--- config.mk ---
export PLATFORM = sky130hd
export DESIGN_NAME = move_scheduler
export DESIGN_NICKNAME = d
export VERILOG_FILES = /design/src/rtl/move_scheduler.sv
export SDC_FILE = /design/constraint.sdc
export NUM_CORES = 1
export LEC_CHECK = 0
export ABC_CLOCK_PERIOD_IN_PS = 4200
export CAP_MARGIN = 5
export CORE_UTILIZATION = 45
export CTS_BUF_LIST = sky130_fd_sc_hd__clkbuf_8
export DETAILED_ROUTE_END_ITERATION = 7
export PLACE_DENSITY_LB_ADDON = 0.2
export SETUP_SLACK_MARGIN = 0.02
export SYNTH_ARGS = -nofsm -noshare
export SYNTH_HDL_FRONTEND = slang
export SYNTH_SLANG_ARGS = --single-unit
--- constraint.sdc ---
create_clock -name clk -period 4.2 [get_ports clk]
set_input_delay 0.84 -clock clk [delete_from_list [all_inputs] [get_ports clk]]
set_output_delay 0.84 -clock clk [all_outputs]
set_load 0.02 [all_outputs]
--- src/rtl/move_scheduler.sv ---
// Round-based movement sequencer: one shared clamp-and-collision checker serves the four characters in turn.
// Optional rotating priority is enabled by defining MOVE_SCHED_ROUND_ROBIN_EN; otherwise priority is fixed 0..3.
module move_scheduler #(
  parameter int XLIMIT   = 95,
  parameter int YLIMIT   = 63,
  parameter int CHAR_W   = 20,
  parameter int CHAR_H   = 20,
  parameter int STEP_DIV = 10
) (
  input  logic        clk,
  input  logic        resetn,
  input  logic        tick,
  input  logic [3:0]  req_valid,
  input  logic [7:0]  req_dir,
  output logic [27:0] pos_x,
  output logic [23:0] pos_y,
  output logic [7:0]  dir,
  output logic [3:0]  blocked,
  output logic        busy,
  output logic        round_done
);

  localparam int CNT_W = (STEP_DIV < 1) ? 1 : $clog2(STEP_DIV + 1);
  localparam logic [6:0] X_MAX = 7'(XLIMIT - CHAR_W);
  localparam logic [5:0] Y_MAX = 6'(YLIMIT - CHAR_H);
  localparam logic [7:0] W8 = 8'(CHAR_W);
  localparam logic [7:0] H8 = 8'(CHAR_H);

  typedef enum logic [2:0] {
    S_IDLE, S_START, S_SLOT, S_CHK0, S_CHK1, S_CHK2, S_COMMIT, S_DONE
  } state_t;

  state_t           state_reg;
  logic [CNT_W-1:0] cnt_reg;
  logic [1:0]       slot_idx_reg;
  logic [1:0]       slot_cnt_reg;
  logic [3:0]       req_valid_reg;
  logic [7:0]       req_dir_reg;
  logic [6:0]       cand_x_reg;
  logic [5:0]       cand_y_reg;
  logic             hit_reg;
  logic [6:0]       pos_x_reg [4];
  logic [5:0]       pos_y_reg [4];
  logic [7:0]       dir_reg;
  logic [3:0]       blocked_reg;
  logic             busy_reg;
  logic             round_done_reg;
  logic [1:0]       ptr;

`ifdef MOVE_SCHED_ROUND_ROBIN_EN
  logic [1:0] ptr_reg;
  assign ptr = ptr_reg;
`else
  assign ptr = 2'd0;
`endif

  logic [1:0] cur_dir;
  logic [6:0] cur_x, next_x;
  logic [5:0] cur_y, next_y;
  logic [1:0] chk_k, oth_idx;
  logic [7:0] ax, ay, bx, by;
  logic       overlap;
  logic       last_slot;

  always_comb begin
    cur_dir = req_dir_reg[{slot_idx_reg, 1'b0} +: 2];
    cur_x   = pos_x_reg[slot_idx_reg];
    cur_y   = pos_y_reg[slot_idx_reg];
    next_x  = cur_x;
    next_y  = cur_y;
    case (cur_dir)
      2'b00: next_y = (cur_y == 6'd0) ? 6'd0 : cur_y - 6'd1;
      2'b01: next_y = (cur_y >= Y_MAX) ? Y_MAX : cur_y + 6'd1;
      2'b10: next_x = (cur_x == 7'd0) ? 7'd0 : cur_x - 7'd1;
      default: next_x = (cur_x >= X_MAX) ? X_MAX : cur_x + 7'd1;
    endcase
    last_slot = (slot_cnt_reg == 2'd3);
  end

  // The three other characters are visited in ascending index order by skipping the mover.
  always_comb begin
    case (state_reg)
      S_CHK0:  chk_k = 2'd0;
      S_CHK1:  chk_k = 2'd1;
      default: chk_k = 2'd2;
    endcase
    oth_idx = (chk_k < slot_idx_reg) ? chk_k : chk_k + 2'd1;
    ax = {1'b0, cand_x_reg};
    bx = {1'b0, pos_x_reg[oth_idx]};
    ay = {2'b00, cand_y_reg};
    by = {2'b00, pos_y_reg[oth_idx]};
    overlap = (ax < bx + W8) && (ax + W8 > bx) && (ay < by + H8) && (ay + H8 > by);
  end

  always_ff @(posedge clk or negedge resetn) begin
    if (!resetn) begin
      state_reg      <= S_IDLE;
      cnt_reg        <= '0;
      slot_idx_reg   <= 2'd0;
      slot_cnt_reg   <= 2'd0;
      req_valid_reg  <= 4'd0;
      req_dir_reg    <= 8'd0;
      cand_x_reg     <= 7'd0;
      cand_y_reg     <= 6'd0;
      hit_reg        <= 1'b0;
      pos_x_reg[0]   <= 7'd10;
      pos_y_reg[0]   <= 6'd10;
      pos_x_reg[1]   <= 7'd60;
      pos_y_reg[1]   <= 6'd10;
      pos_x_reg[2]   <= 7'd10;
      pos_y_reg[2]   <= 6'd40;
      pos_x_reg[3]   <= 7'd60;
      pos_y_reg[3]   <= 6'd40;
      dir_reg        <= 8'd0;
      blocked_reg    <= 4'd0;
      busy_reg       <= 1'b0;
      round_done_reg <= 1'b0;
`ifdef MOVE_SCHED_ROUND_ROBIN_EN
      ptr_reg        <= 2'd0;
`endif
    end else begin
      case (state_reg)
        S_IDLE: begin
          round_done_reg <= 1'b0;
          if (tick) begin
            if (cnt_reg == '0) begin
              cnt_reg   <= CNT_W'(STEP_DIV);
              busy_reg  <= 1'b1;
              state_reg <= S_START;
            end else begin
              cnt_reg <= cnt_reg - CNT_W'(1);
            end
          end
        end
        S_START: begin
          req_valid_reg <= req_valid;
          req_dir_reg   <= req_dir;
          blocked_reg   <= 4'd0;
          slot_idx_reg  <= ptr;
          slot_cnt_reg  <= 2'd0;
          state_reg     <= S_SLOT;
        end
        S_SLOT: begin
          if (req_valid_reg[slot_idx_reg] && (next_x != cur_x || next_y != cur_y)) begin
            dir_reg[{slot_idx_reg, 1'b0} +: 2] <= cur_dir;
            cand_x_reg <= next_x;
            cand_y_reg <= next_y;
            hit_reg    <= 1'b0;
            state_reg  <= S_CHK0;
          end else begin
            if (req_valid_reg[slot_idx_reg])
              dir_reg[{slot_idx_reg, 1'b0} +: 2] <= cur_dir;
            if (last_slot) begin
              busy_reg       <= 1'b0;
              round_done_reg <= 1'b1;
              state_reg      <= S_DONE;
            end else begin
              slot_idx_reg <= slot_idx_reg + 2'd1;
              slot_cnt_reg <= slot_cnt_reg + 2'd1;
            end
          end
        end
        S_CHK0: begin
          hit_reg   <= hit_reg | overlap;
          state_reg <= S_CHK1;
        end
        S_CHK1: begin
          hit_reg   <= hit_reg | overlap;
          state_reg <= S_CHK2;
        end
        S_CHK2: begin
          hit_reg   <= hit_reg | overlap;
          state_reg <= S_COMMIT;
        end
        S_COMMIT: begin
          if (hit_reg) begin
            blocked_reg[slot_idx_reg] <= 1'b1;
          end else begin
            pos_x_reg[slot_idx_reg] <= cand_x_reg;
            pos_y_reg[slot_idx_reg] <= cand_y_reg;
          end
          if (last_slot) begin
            busy_reg       <= 1'b0;
            round_done_reg <= 1'b1;
            state_reg      <= S_DONE;
          end else begin
            slot_idx_reg <= slot_idx_reg + 2'd1;
            slot_cnt_reg <= slot_cnt_reg + 2'd1;
            state_reg    <= S_SLOT;
          end
        end
        default: begin
          round_done_reg <= 1'b0;
`ifdef MOVE_SCHED_ROUND_ROBIN_EN
          ptr_reg        <= ptr_reg + 2'd1;
`endif
          state_reg      <= S_IDLE;
        end
      endcase
    end
  end

  genvar gi;
  generate
    for (gi = 0; gi < 4; gi++) begin : g_pack
      assign pos_x[7*gi +: 7] = pos_x_reg[gi];
      assign pos_y[6*gi +: 6] = pos_y_reg[gi];
    end
  endgenerate

  assign dir        = dir_reg;
  assign blocked    = blocked_reg;
  assign busy       = busy_reg;
  assign round_done = round_done_reg;

endmodule
==> results of run 1 <==
-- worst max-delay path, cell delays in order (launching register included) --
cell	delay, ps
dfrtp_1	420
nor3b_2	230
nor2_1	100
ha_1	290
nor2b_1	210
o21ai_1	130
buf_4	160
and2_2	250
buf_4	180
a211oi_1	440
xor2_1	240
ha_1	260
o21a_1	110
o21a_1	170
o21ai_2	200
o2111ai_1	200
a221oi_2	310
-- cell type report --
type | count | area (um2) | area share (%)
Clock buffer | 10 | 138 | 1.61
Inverter | 34 | 128 | 1.49
Tap cell | 211 | 264 | 3.09
Sequential cell | 103 | 2600 | 30.4
Clock inverter | 6 | 63.8 | 0.747
Timing Repair Buffer | 114 | 1050 | 12.3
Multi-Input combinational cell | 549 | 4300 | 50.3
-- layer usage --
| layer | vias to the layer above | track usage, % | wire [um] |
|---|---|---|---|
| met1 | 3045 | 38.0 | 9900 |
| met3 | 38 | 4.22 | 1110 |
| met4 | 0 | 12.0 | 750 |
| met2 | 215 | 39.7 | 9270 |
| met5 | - | 0 | 0 |
| li1 | 2843 | - | - |
-- worst paths after layout --
kind / end / slack [ps] / depth (start not counted)
hold / removal: dir[4]$_DFFE_PN0P_ / 490 / 2
max in group asynchronous: pos_x[10]$_DFFE_PN1P_ / 2630 / 2
hold reg to reg: dir[4]$_DFFE_PN0P_ / 490 / 2
setup reg to reg: hit_reg$_DFFE_PN0P_ / 190 / 16
min in group asynchronous: pos_y[5]$_DFFE_PN0P_ / 580 / 1
setup / recovery: hit_reg$_DFFE_PN0P_ / 190 / 16
-- per-stage QoR --
step | hold slack, ps | area [um2] | worst slack [ps]
2_1_floorplan | 468 | 7180 | 67.4
3_3_place_gp | 474 | 8320 | 11.5
3_5_place_dp | 473 | 8320 | -112
4_1_cts | 497 | 8520 | 58.7
5_1_grt | 516 | 8550 | 32.8
6_report | 486 | 8550 | 189
-- power by group --
part	total, W	leakage (nW)	switching (W)	internal [W]
sequential	0.00168	1.29	0.000364	0.00132
clock	0.000651	0.0997	0.000402	0.000249
combinational	0.00491	2.30	0.00281	0.00210
total	0.00724	3.68	0.00357	0.00367
-- repair_timing --
action                                  4_1_cts  5_1_grt
endpoints found under the setup margin        1        2
hold buffers                                  0        0
resized for setup                             2        8
gates cloned                                  0        0
-- logic make-up (layout without fill, tap and decap cells) --
family	count (synthesis)	count (layout)	share of synthesized area (%)
AND/OR/NAND/NOR	194	194	12.9
AO/OA/AOI/OAI	184	184	17.5
multiplexers	115	115	20.0
flip-flops	103	103	36.3
buffers and inverters	71	164	4.26
adder cells (fa/ha/maj)	43	43	7.50
XOR/XNOR	13	13	1.59
-- placed cells by master (no fill, tap or decap), types with 9 or more instances in the layout --
cell | synthesis | final
ha_1 | 43 | 43
clkdlybuf4s50_1 | 0 | 79
nand2_1 | 76 | 75
a31oi_1 | 9 | 9
mux2_2 | 66 | 66
inv_1 | 33 | 33
buf_4 | 1 | 35
o21a_1 | 14 | 14
o21ai_0 | 62 | 59
dfrtp_1 | 83 | 83
clkbuf_8 | 0 | 10
mux4_2 | 15 | 15
nor3_1 | 19 | 19
xnor2_1 | 9 | 9
nand3_1 | 14 | 14
a21oi_1 | 28 | 26
dfstp_2 | 20 | 20
mux2i_1 | 32 | 31
nor2_1 | 37 | 37
a211oi_1 | 9 | 9
==> flow_summary_export.csv, run 1 <==
group,metric,value,unit
final_layout,fin_nets,869,
power_and_ir_drop,ir_drop,0.000395,V
sta,slew_headroom,31.5,%
logic_synthesis,syn_area,7170,um2
min_path,hold_path.class,"reg2reg",
sta,timing.fmax,249,MHz
detailed_routing,first_pass_iters,5,
power_and_ir_drop,leakage,3.68,nW
die,die_h,128,um
final_layout,nFillCells,1363,
detailed_routing,drcViolationCount,0,
sta,worstMarginPinSlew,1030,ps
clock_tree,ctsLongestPathBuffers,2,
run,drv_cap,0,
worst_setup_path,crit_arrival,4310,ps
logic_synthesis,netlist_instances,723,
logic_synthesis,synth.top_cell.area_share,29.0,%
worst_setup_path,start_kind,"register",
power_and_ir_drop,finalPower,0.00724,W
worst_setup_path,path_class,"reg2reg",
final_layout,final_cells,1027,
detailed_routing,routed_wl,21.0,mm
detailed_routing,via_per_inst,5.98,
clock_tree,clk_transition_reported_paths,110,ps
logic_synthesis,yosysWarnings,0,
clock_tree,cts_buffers,9,
final_layout,largest_register_ffs,28,
die,coreArea,15400,um2
logic_synthesis,ys_ff_latch,103,
placement,globalplace.congestion,0.965,
final_layout,n_antenna_cell,0,
clock_tree,cts_setup_buffers,0,
logic_synthesis,synth_ff_type,"dfrtp_1",
logic_synthesis,avgSynthCellArea,9.92,um2
die,fp.dieArea,16500,um2
logic_synthesis,synth_most_common_cell,"dfrtp_1",
sta,hold_viol_final,0,
logic_synthesis,netlist_top_cells_area,"dfrtp_1, mux2_2, ha_1, dfstp_2, mux4_2",
clock_tree,cts_tree,"built",
worst_setup_path,critical_path_required,4500,ps
final_layout,utilization,55.6,%
sta,setup_viol,0,
sta,tns,0,ps
clock_tree,clock_sinks,103,
final_layout,area_growth,19.1,%
power_and_ir_drop,p_per_area,847,nW/um2
min_path,hp-start,"dir[4]$_DFFE_PN0P_",
die,dieWidth,128,um
die,rows,45,
worst_setup_path,reg2reg_from,"state_reg[0]$_DFFE_PN0P_",
sta,rsz0062_at_grt,"no",
global_route,grt_max_degree,77,
global_route,antenna_found_initial,0,
outcome,status,"finished clean",
placement,dp_cells,1011,
final_layout,drive_gt1_share,21.9,%
sta,skew,18.2,ps
worst_setup_path,cp_max_fo,5,
detailed_routing,antenna_violating_nets_post_route,0,
logic_synthesis,synth_largest_area_cell,"dfrtp_1",
sta,period_share,95.5,%
die,start_util,46.7,%
placement,hpwl,15.3,mm
detailed_routing,via_count,6141,
die,io_pins,81,
sta,period_needed,4010,ps
placement,portBuffers,80,
worst_setup_path,critical_path.startpoint,"state_reg[0]$_DFFE_PN0P_",
logic_synthesis,ys_seq_area_share,36.3,%
clock_tree,root_buffer,"clkbuf_8",
logic_synthesis,synth_common_cells,"dfrtp_1, nand2_1, mux2_2",
logic_synthesis,synth-async-reset-ratio,100,%
global_route,grt_pass1_wl,33.2,mm
sta,slew_viol_final,0,
clock_tree,clk_latency,400,ps
detailed_routing,drtIter0Drc,514,
clock_tree,htreeDepth,3,
detailed_routing,routedWlPerCell,20.5,um
global_route,grt-ovfl-total,0,
logic_synthesis,synth_edf_count,0,
global_route,grt_usage,26.7,%
logic_synthesis,ys_types,74,
worst_setup_path,end_kind,"register",
global_route,grt_pass1_vias,5945,
logic_synthesis,synth_nets,781,
Note: power is estimated with default switching activity, not from simulation.
==> inputs of run 2 (changes only) <==
--- a/config.mk
+++ b/config.mk
@@ -10,7 +10,7 @@
 export CORE_UTILIZATION = 45
 export CTS_BUF_LIST = sky130_fd_sc_hd__clkbuf_8
 export DETAILED_ROUTE_END_ITERATION = 7
-export PLACE_DENSITY_LB_ADDON = 0.2
+export PLACE_DENSITY_LB_ADDON = 0.15
 export SETUP_SLACK_MARGIN = 0.02
 export SYNTH_ARGS = -nofsm -noshare
 export SYNTH_HDL_FRONTEND = slang
==> flow_summary_export.csv, run 2 (same netlist as run 1, synthesis figures left out) <==
group,metric,value,unit
outcome,status,"finished clean",
final_layout,largest_register_ffs,28,
detailed_routing,routed_wl,20.6,mm
final_layout,layout_common_cells,"dfrtp_1, clkdlybuf4s50_1, nand2_1",
sta,worstMarginPinSlew,824,ps
global_route,antenna_found_initial,0,
placement,portBuffers,80,
final_layout,layout_commonest_cell,"dfrtp_1",
final_layout,final_cells,1035,
global_route,grt-ovfl-total,0,
power_and_ir_drop,ir_drop,0.000408,V
worst_setup_path,cp_top_family,"compound AO/OA/AOI/OAI gates",
sta,rsz0062_at_grt,"yes",
global_route,grt_pass1_wl,32.8,mm
worst_setup_path,cp_max_fo,7,
die,rows,45,
clock_tree,clk_latency,410,ps
detailed_routing,drtIter0Drc,440,
placement,dpl_worst_slack,-224,ps
worst_setup_path,slowest_delay,420,ps
sta,skew,22.9,ps
min_path,holdPathStages,2,
worst_setup_path,reg2reg_depth,18,
min_path,worstHoldEndpoint,"dir[0]$_DFFE_PN0P_",
worst_setup_path,crit_arrival,4340,ps
power_and_ir_drop,p_per_area,848,nW/um2
global_route,grt_usage,26.1,%
detailed_routing,drcViolationCount,0,
worst_setup_path,worstPathBufferInverterCount,2,
detailed_routing,via_per_inst,5.97,
worst_setup_path,reg2reg_from,"state_reg[2]$_DFFE_PN0P_",
final_layout,n_antenna_cell,0,
die,die_h,128,um
clock_tree,cts_tree,"built",
worst_setup_path,critical_path_required,4520,ps
clock_tree,clk_transition_reported_paths,110,ps
die,dieWidth,128,um
clock_tree,cts_buffers,9,
sta,fin_ws,178,ps
worst_setup_path,crit_chain,"and3b_1, nor2_2, ha_1, nor2b_2, o21ai_1, nand2_2, buf_4, a211oi_1, a21oi_1, ha_1, inv_1, ha_1, o21a_1, o21a_1, o21a_1, o21ai_1, o2111ai_1, a221oi_2",
clock_tree,clock_sinks,103,
worst_setup_path,slowest_stage,"dfrtp_1",
min_path,hold_path.class,"reg2reg",
die,start_util,46.7,%
final_layout,utilization,56.2,%
worst_setup_path,r2r_end,"hit_reg$_DFFE_PN0P_",
die,coreArea,15400,um2
detailed_routing,via_count,6184,
worst_setup_path,r2r_slack,180,ps
placement,hpwl,15.3,mm
clock_tree,root_buffer,"clkbuf_8",
run,drv_cap,0,
detailed_routing,routedWlPerCell,19.9,um
final_layout,fin_nets,877,
power_and_ir_drop,leakage,3.74,nW
sta,slew_viol_final,0,
detailed_routing,antenna_violating_nets_post_route,0,
sta,timing.fmax,249,MHz
sta,period_needed,4020,ps
min_path,hp-start,"dir[0]$_DFFE_PN0P_",
sta,slew_headroom,44.9,%
final_layout,area_growth,20.4,%
placement,globalplace.congestion,0.907,
final_layout,nFillCells,1363,
detailed_routing,first_pass_iters,5,
worst_setup_path,start_kind,"register",
global_route,grt_max_degree,65,
clock_tree,htreeDepth,3,
placement,dp_cells,1015,
die,io_pins,81,
worst_setup_path,end_kind,"register",
die,fp.dieArea,16500,um2
final_layout,drive_gt1_share,23.1,%
clock_tree,ctsLongestPathBuffers,2,
sta,setup_viol,0,
sta,hold_viol_final,0,
sta,period_share,95.8,%
worst_setup_path,path_class,"reg2reg",
global_route,grt_pass1_vias,6006,
-- run 2: cell count changes in the layout (fill, tap and decap cells not counted), sizes merged --
cell / delta
buf: +8
clkbuf: -1
clkinv: +1
clkinvlp: -1
inv: +1
-- run 2: area by class of cell --
type                            instances  area [um2]  share of cell area [%]
Sequential cell                       103        2600                    30.1
Inverter                               34         128                    1.48
Clock buffer                            9         124                    1.43
Multi-Input combinational cell        549        4300                    49.8
Tap cell                              211         264                    3.06
Clock inverter                          7        81.3                   0.941
Timing Repair Buffer                  122        1140                    13.2
-- run 2: worst max-delay path by stage --
stage | from | endpoint | slack, ps | cells after the start
after floorplan | slot_idx_reg[1]$_DFFE_PN0P_ | hit_reg$_DFFE_PN0P_ | 70 | 19
after global placement | state_reg[0]$_DFFE_PN0P_ | hit_reg$_DFFE_PN0P_ | -200 | 17
after detailed placement | state_reg[0]$_DFFE_PN0P_ | hit_reg$_DFFE_PN0P_ | -220 | 17
after CTS | state_reg[0]$_DFFE_PN0P_ | hit_reg$_DFFE_PN0P_ | 40 | 17
after global routing | state_reg[2]$_DFFE_PN0P_ | hit_reg$_DFFE_PN0P_ | -6 | 18
final | state_reg[2]$_DFFE_PN0P_ | hit_reg$_DFFE_PN0P_ | 180 | 18
-- run 2: timing repair --
action	CTS	global route
pin swaps	0	2
endpoints found under the setup margin	1	11
resized for setup	7	6
hold buffers	0	0
setup buffers	0	4
-- run 2: through the flow --
stage	instance area [um2]	power (W)	TNS [ps]	hold WS [ps]
2_1_floorplan	7180	0.00496	0	468
3_3_place_gp	8360	0.00643	-196	462
3_5_place_dp	8360	0.00653	-224	481
4_1_cts	8580	0.00724	0	504
5_1_grt	8640	0.00786	-5.91	526
6_report	8640	0.00733	0	496
-- run 2: worst min-delay path, delay by kind of cell, from the launching register on --
family | cells | cell delay (ps)
flops | 1 | 360
compound gates | 1 | 60
simple gates | 1 | 50
-- run 2: where the power goes --
| group | switching, W | leakage (nW) | internal, W |
|---|---|---|---|
| Sequential | 0.000359 | 1.29 | 0.00132 |
| Combinational | 0.00281 | 2.34 | 0.00217 |
| Clock | 0.000420 | 0.104 | 0.000241 |
-- run 2: routing by layer --
| metal | share of wire [%] | GRT usage (%) | up-vias |
|---|---|---|---|
| met5 | 0 | 0 | - |
| met4 | 1.9 | 7.75 | 0 |
| met3 | 5.0 | 4.01 | 28 |
| met2 | 46 | 41.5 | 203 |
| met1 | 47 | 36.7 | 3095 |
| li1 | - | - | 2858 |
